$ cat config.mk
export PLATFORM = sky130hd
export DESIGN_NAME = fetch_align_queue
export DESIGN_NICKNAME = d
export VERILOG_FILES = /design/src/rtl/fetch_pkg.sv /design/src/rtl/fetch_lane_compact.sv /design/src/rtl/fetch_align_queue.sv
export SDC_FILE = /design/constraint.sdc
export NUM_CORES = 2
export LEC_CHECK = 0
export ABC_AREA = 1
export CAP_MARGIN = 20
export CORE_ASPECT_RATIO = 1.75
export CORE_MARGIN = 5
export CORE_UTILIZATION = 54
export CTS_CLUSTER_SIZE = 14
export DETAILED_ROUTE_END_ITERATION = 10
export HOLD_SLACK_MARGIN = 0.03
export PLACE_DENSITY = 0.86
export SETUP_SLACK_MARGIN = 0.05
export SLEW_MARGIN = 0
export SYNTH_ARGS = -nofsm -noshare
export SYNTH_HDL_FRONTEND = slang
export SYNTH_SLANG_ARGS = --single-unit
$ cat constraint.sdc
create_clock -name clk -period 4 [get_ports clk]
set_input_delay 0.4 -clock clk [delete_from_list [all_inputs] [get_ports clk]]
set_output_delay 0.4 -clock clk [all_outputs]
set_load 0.02 [all_outputs]
$ cat src/rtl/fetch_pkg.sv
// Shared types for the fetch queue: one decoded-ready queue entry and the
// incoming fetch packet as presented by the aligner.
package fetch_pkg;

  localparam int ILEN          = 32;
  localparam int XLEN_P        = 32;
  localparam int FETCH_WIDTH_P = 2;
  localparam int DEPTH_P       = 8;
  localparam int LANE_OFF_W    = (FETCH_WIDTH_P <= 1) ? 1 : $clog2(FETCH_WIDTH_P);

  typedef struct packed {
    logic [ILEN-1:0]   instr;
    logic [XLEN_P-1:0] pc;
    logic              pred_taken;
    logic [XLEN_P-1:0] pred_target;
  } fetch_entry_t;

  typedef struct packed {
    logic [XLEN_P-1:0]             pc;
    logic [FETCH_WIDTH_P*ILEN-1:0] data;
    logic [FETCH_WIDTH_P-1:0]      mask;
    logic                          pred_taken;
    logic [XLEN_P-1:0]             pred_target;
  } fetch_packet_t;

endpackage

$ cat src/rtl/fetch_lane_compact.sv
// Combinational lane compactor: assigns each valid lane a dense write slot
// and attaches PC and prediction metadata to it.
module fetch_lane_compact
  import fetch_pkg::*;
(
  input  fetch_packet_t             pkt,
  output logic [LANE_OFF_W-1:0]     slot_off   [FETCH_WIDTH_P],
  output logic [FETCH_WIDTH_P-1:0]  lane_we,
  output fetch_entry_t              lane_entry [FETCH_WIDTH_P],
  output logic [LANE_OFF_W:0]       n
);

  logic [LANE_OFF_W:0] run;
  logic                higher;

  always_comb begin
    run = '0;
    for (int i = 0; i < FETCH_WIDTH_P; i++) begin
      slot_off[i] = run[LANE_OFF_W-1:0];
      run = run + {{LANE_OFF_W{1'b0}}, pkt.mask[i]};
    end
    n = run;
  end

  // Walk lanes from the top so only the highest valid lane keeps the prediction.
  always_comb begin
    higher = 1'b0;
    for (int i = FETCH_WIDTH_P - 1; i >= 0; i--) begin
      lane_entry[i].instr       = pkt.data[ILEN*i +: ILEN];
      lane_entry[i].pc          = pkt.pc + XLEN_P'(4 * i);
      lane_entry[i].pred_taken  = pkt.pred_taken & pkt.mask[i] & ~higher;
      lane_entry[i].pred_target = (pkt.mask[i] && !higher) ? pkt.pred_target : '0;
      higher = higher | pkt.mask[i];
    end
  end

  assign lane_we = pkt.mask;

endmodule

$ cat src/rtl/fetch_align_queue.sv
// Fetch-to-decode instruction queue: compacts fetch packet lanes into a
// circular buffer and delivers one instruction per cycle to decode.
module fetch_align_queue
  import fetch_pkg::*;
#(
  parameter int XLEN        = XLEN_P,
  parameter int FETCH_WIDTH = FETCH_WIDTH_P,
  parameter int DEPTH       = DEPTH_P
) (
  input  logic                      clk,
  input  logic                      rst,
  input  logic                      flush,
  input  logic                      fe_valid,
  output logic                      fe_ready,
  input  logic [XLEN-1:0]           fe_pc,
  input  logic [FETCH_WIDTH*32-1:0] fe_data,
  input  logic [FETCH_WIDTH-1:0]    fe_mask,
  input  logic                      fe_pred_taken,
  input  logic [XLEN-1:0]           fe_pred_target,
  output logic                      de_valid,
  input  logic                      de_ready,
  output logic [31:0]               de_instr,
  output logic [XLEN-1:0]           de_pc,
  output logic                      de_pred_taken,
  output logic [XLEN-1:0]           de_pred_target,
  output logic [$clog2(DEPTH):0]    count
);

  localparam int PW = $clog2(DEPTH);
  localparam int CW = PW + 1;

  fetch_packet_t          pkt;
  logic [LANE_OFF_W-1:0]  lane_off   [FETCH_WIDTH];
  logic [FETCH_WIDTH-1:0] lane_we;
  fetch_entry_t           lane_entry [FETCH_WIDTH];
  logic [LANE_OFF_W:0]    lane_n;

  fetch_entry_t           mem_q [DEPTH];
  fetch_entry_t           head_entry;

  logic [PW-1:0] head_q, head_d;
  logic [PW-1:0] tail_q, tail_d;
  logic [CW-1:0] count_q, count_d;
  logic          enq;
  logic          deq;

  assign pkt = '{pc: fe_pc, data: fe_data, mask: fe_mask,
                 pred_taken: fe_pred_taken, pred_target: fe_pred_target};

  fetch_lane_compact u_compact (
    .pkt        (pkt),
    .slot_off   (lane_off),
    .lane_we    (lane_we),
    .lane_entry (lane_entry),
    .n          (lane_n)
  );

  // Readiness depends only on registered occupancy and flush, never on fe_valid/de_ready.
  assign fe_ready = (count_q <= CW'(DEPTH - FETCH_WIDTH)) && !flush;
  assign de_valid = (count_q != '0);
  assign enq      = fe_valid && fe_ready;
  assign deq      = de_valid && de_ready && !flush;

  always_comb begin
    head_d  = head_q;
    tail_d  = tail_q;
    count_d = count_q;
    if (flush) begin
      head_d  = '0;
      tail_d  = '0;
      count_d = '0;
    end else begin
      if (deq) head_d = head_q + PW'(1);
      if (enq) tail_d = tail_q + PW'(lane_n);
      count_d = count_q + (enq ? CW'(lane_n) : CW'(0)) - (deq ? CW'(1) : CW'(0));
    end
  end

  always_ff @(posedge clk or posedge rst) begin
    if (rst) begin
      head_q  <= '0;
      tail_q  <= '0;
      count_q <= '0;
    end else begin
      head_q  <= head_d;
      tail_q  <= tail_d;
      count_q <= count_d;
    end
  end

  // Storage carries no reset; occupancy alone decides what is meaningful.
  always_ff @(posedge clk) begin
    for (int i = 0; i < FETCH_WIDTH; i++) begin
      if (enq && lane_we[i]) begin
        mem_q[tail_q + PW'(lane_off[i])] <= lane_entry[i];
      end
    end
  end

  assign head_entry = mem_q[head_q];

  always_comb begin
    de_instr       = '0;
    de_pc          = '0;
    de_pred_taken  = 1'b0;
    de_pred_target = '0;
    if (de_valid) begin
      de_instr       = head_entry.instr;
      de_pc          = head_entry.pc;
      de_pred_taken  = head_entry.pred_taken;
      de_pred_target = head_entry.pred_target;
    end
  end

  assign count = count_q;

endmodule

==> results.md <==
* Drt via density at approximately 6.1
* Syn avg cell area at 9.19 sq um
* Total Power at 24.6 mW
* Num CTS Buffers at 72
* Seq/Total Area, Yosys at 0.599
* Number of nets in the layout at 4490
* R2R Setup Slk at slightly below 0.9 ns
* Ys Warns at 0
* Setup TNS at 0 ns
* Die X at 214 um
* Hold Path Class: input pin to async pin
* Total routed wirelength at ~110000 um
* Pwr dens at 553 mW/mm^2
* Drt wl/cell at 21.6 um
* Synth unique cells at 35
* Adder-cell area share of the yosys netlist at 0.00548
* IO Port Bufs at approximately 240
* Final Hold Fails at 0
* CTS Sinks at roughly 790
* Final setup vio count at 0
* Reg2reg path depth at 11
* Post-DP HPWL at roughly 67000 um
* Core outline area at 0.0726 sq mm
* Worst VDD drop at 0.420 mV
* CP required at 3.60 ns
* Syn nets at 4431
* Syn Std Cell Area at 0.0393 sq mm
* DRC at 0
* Main combinational cell family by area after synthesis: simple AND/OR/NAND/NOR gates
* Clk_skew at 0.0206 ns
* Status: finished clean
* Clock Path Buffers at 3
* Worst setup SP type: flip-flop
* Congestion Overflow GR at 0
* Final Wtd Congestion at 0.912
* Die ar. at 0.0785 sq mm
* Max-Cap Viols at 0
* DRC marker count from the first detailed-route iteration at 3543
* H-tree levels at 3
* Reg clk slew, reported paths at 0.06 ns
* First-pass GRT wire length at 176000 um
* Crit. End Element: output pin
* Critical path type: flip-flop to output pin
* Xor/xnor cell area share of the yosys netlist at 0.00653
* FMAX at 261 MHz
* Root Buffer: clkbuf_16
* Slew Limit Fails at 0
* Endpoint of the worst register-to-register path: mem_q[0][80]
* Fillers at 5678
* Vias at 32200
* Initial core utilization at 0.541
* Final period utilization at 0.958
* R2r startpoint: count[3]
* Minimum clock period at 3.83 ns
* Clock latency on the worst-skew pair at 0.63 ns
* Vias in the first global route at between 30000 and 40000
* Multiplexer area fraction after synthesis at 0
* Simple-gate share of the synthesized area at 0.206
* Worst Max-Slew Pin Slew at ~1.2 ns
* CTS tree: built
* CP Data Arrival Time at 3.43 ns
* Rows at 131
* Gr usage total at 0.284
* Post-Syn Instances at between 4000 and 5000
* Antenna violations before repair at 12
* ANT nets after route at 0
* Layout area overhead at 13.2%
* Leakage at about 17 nW
* Die boundary height at 367 um
* RSZ-0062 raised after global routing: no
* Post-synthesis compound-gate area fraction at 0.127
* Share of post-route cells with drive strength above 1 at 0.0557
* Largest net degree at the start of global routing at ~130
* # IOs at 239
* Drt pass-1 iters at 8
* Max-slew headroom at 0.231
* Seq cells post-synth at ~790
* Worst-path fanout max at 127
* Final Core Density at 0.613
-- per-layer routing --
layer	up-vias	part of all wire	track usage
li1	14600	-	-
met1	15200	0.34	0.326
met2	2017	0.50	0.496
met3	453	0.10	0.0504
met4	10	0.059	0.170
met5	-	0.00065	0
-- cell usage in the layout (no fill, tap or decap), types with 8 or more instances in the layout --
master	count
nand2_1	990
nor2_1	973
edfxtp_1	776
o21ai_0	695
clkdlybuf4s50_1	238
inv_1	113
o22ai_1	97
o211ai_1	97
clkbuf_16	73
buf_4	43
nand3_1	41
buf_12	36
o21ai_1	27
xor2_1	19
nand2_4	17
clkbuf_1	16
nor2_2	14
ha_1	14
clkinv_1	11
nand4_1	9
clkinv_2	9
diode_2	8
nor2_4	8
-- power breakdown --
part / internal, mW / total [mW] / switching (mW)
sequential: 9.39 / 9.53 / 0.144
combinational: 2.95 / 8.51 / 5.55
clock: 3.60 / 6.57 / 2.97
-- final cells by class --
| type | instances | area, sq um | share of cell area |
|---|---|---|---|
| clock inverters | 27 | 225 | 0.00506 |
| clock buffers | 92 | 1930 | 0.0433 |
| diodes | 8 | 20.0 | 0.000450 |
| multi-input cells | 3033 | 13600 | 0.306 |
| well taps | 931 | 1160 | 0.0262 |
| repair buffers | 322 | 3480 | 0.0783 |
| inverters | 123 | 475 | 0.0107 |
| flip-flops and latches | 786 | 23600 | 0.530 |
-- sequential cells by signal (all words and copies together) (netlist names) --
signal and cells:
mem_q 776, count 4, head_q 3, tail_q 3
-- Yosys cell counts, drive strengths merged --
cell type  count  share of area
nand2       1013          0.099
nor2         999          0.099
edfxtp       776           0.59
o21ai        722          0.092
buf          193          0.030
clkbuf       144          0.014
inv          123          0.012
o211ai        97          0.019
o22ai         97          0.015
nand3         42         0.0053
xor2          23         0.0059
ha            14         0.0045
dfrtp         10         0.0064
nand4          9         0.0014
nand3b         5        0.00096
a21oi          4        0.00051
and2           3        0.00048
fa             2         0.0010
xnor2          2        0.00064
a21o           1        0.00019
-- logic make-up after synthesis --
kind of cell             count (synthesis)
AND/OR/NAND/NOR                       2071
AO/OA/AOI/OAI                          921
flip-flops                             786
buffers and inverters                  460
XOR/XNOR                                25
adder cells (fa/ha/maj)                 16
-- worst max-delay path by stage --
stage                    start           end  slack, ns  depth (start not counted)
floorplan            tail_q[0]   mem_q[0][0]       0.75                          8
global placement    fe_mask[0]  mem_q[3][73]       0.60                          9
detailed placement  fe_mask[0]  mem_q[3][74]       0.55                          9
CTS                  head_q[0]     de_pc[29]       0.07                          9
global route         head_q[1]     de_pc[22]        0.1                          6
finish               head_q[1]     de_pc[16]       0.17                          6
-- worst max-delay path, cell delays in order, from the launching register on --
cell and delay (ns):
dfrtp_4 0.61, buf_12 0.50, o21ai_0 0.18, o22ai_1 0.44
nor2_1 0.09, nor2_1 0.27, clkdlybuf4s50_1 0.66
-- through the flow --
step	setup WS [ns]	instances	hold WS, ns	cell area, sq um
6_report	0.166	5322	0.0722	44500
5_1_grt	0.0960	5317	0.113	44500
4_1_cts	0.0713	5314	0.0465	44500
3_5_place_dp	0.552	5194	0.650	42300
3_3_place_gp	0.601	5194	0.645	42300
2_1_floorplan	0.754	4279	0.240	39300
-- what timing repair did --
item,in CTS,in global routing
gates resized for setup,0,5
endpoints found under the setup margin,3,11
buffers inserted,1,0
hold buffers,0,0
Note: power is estimated with default switching activity, not from simulation.
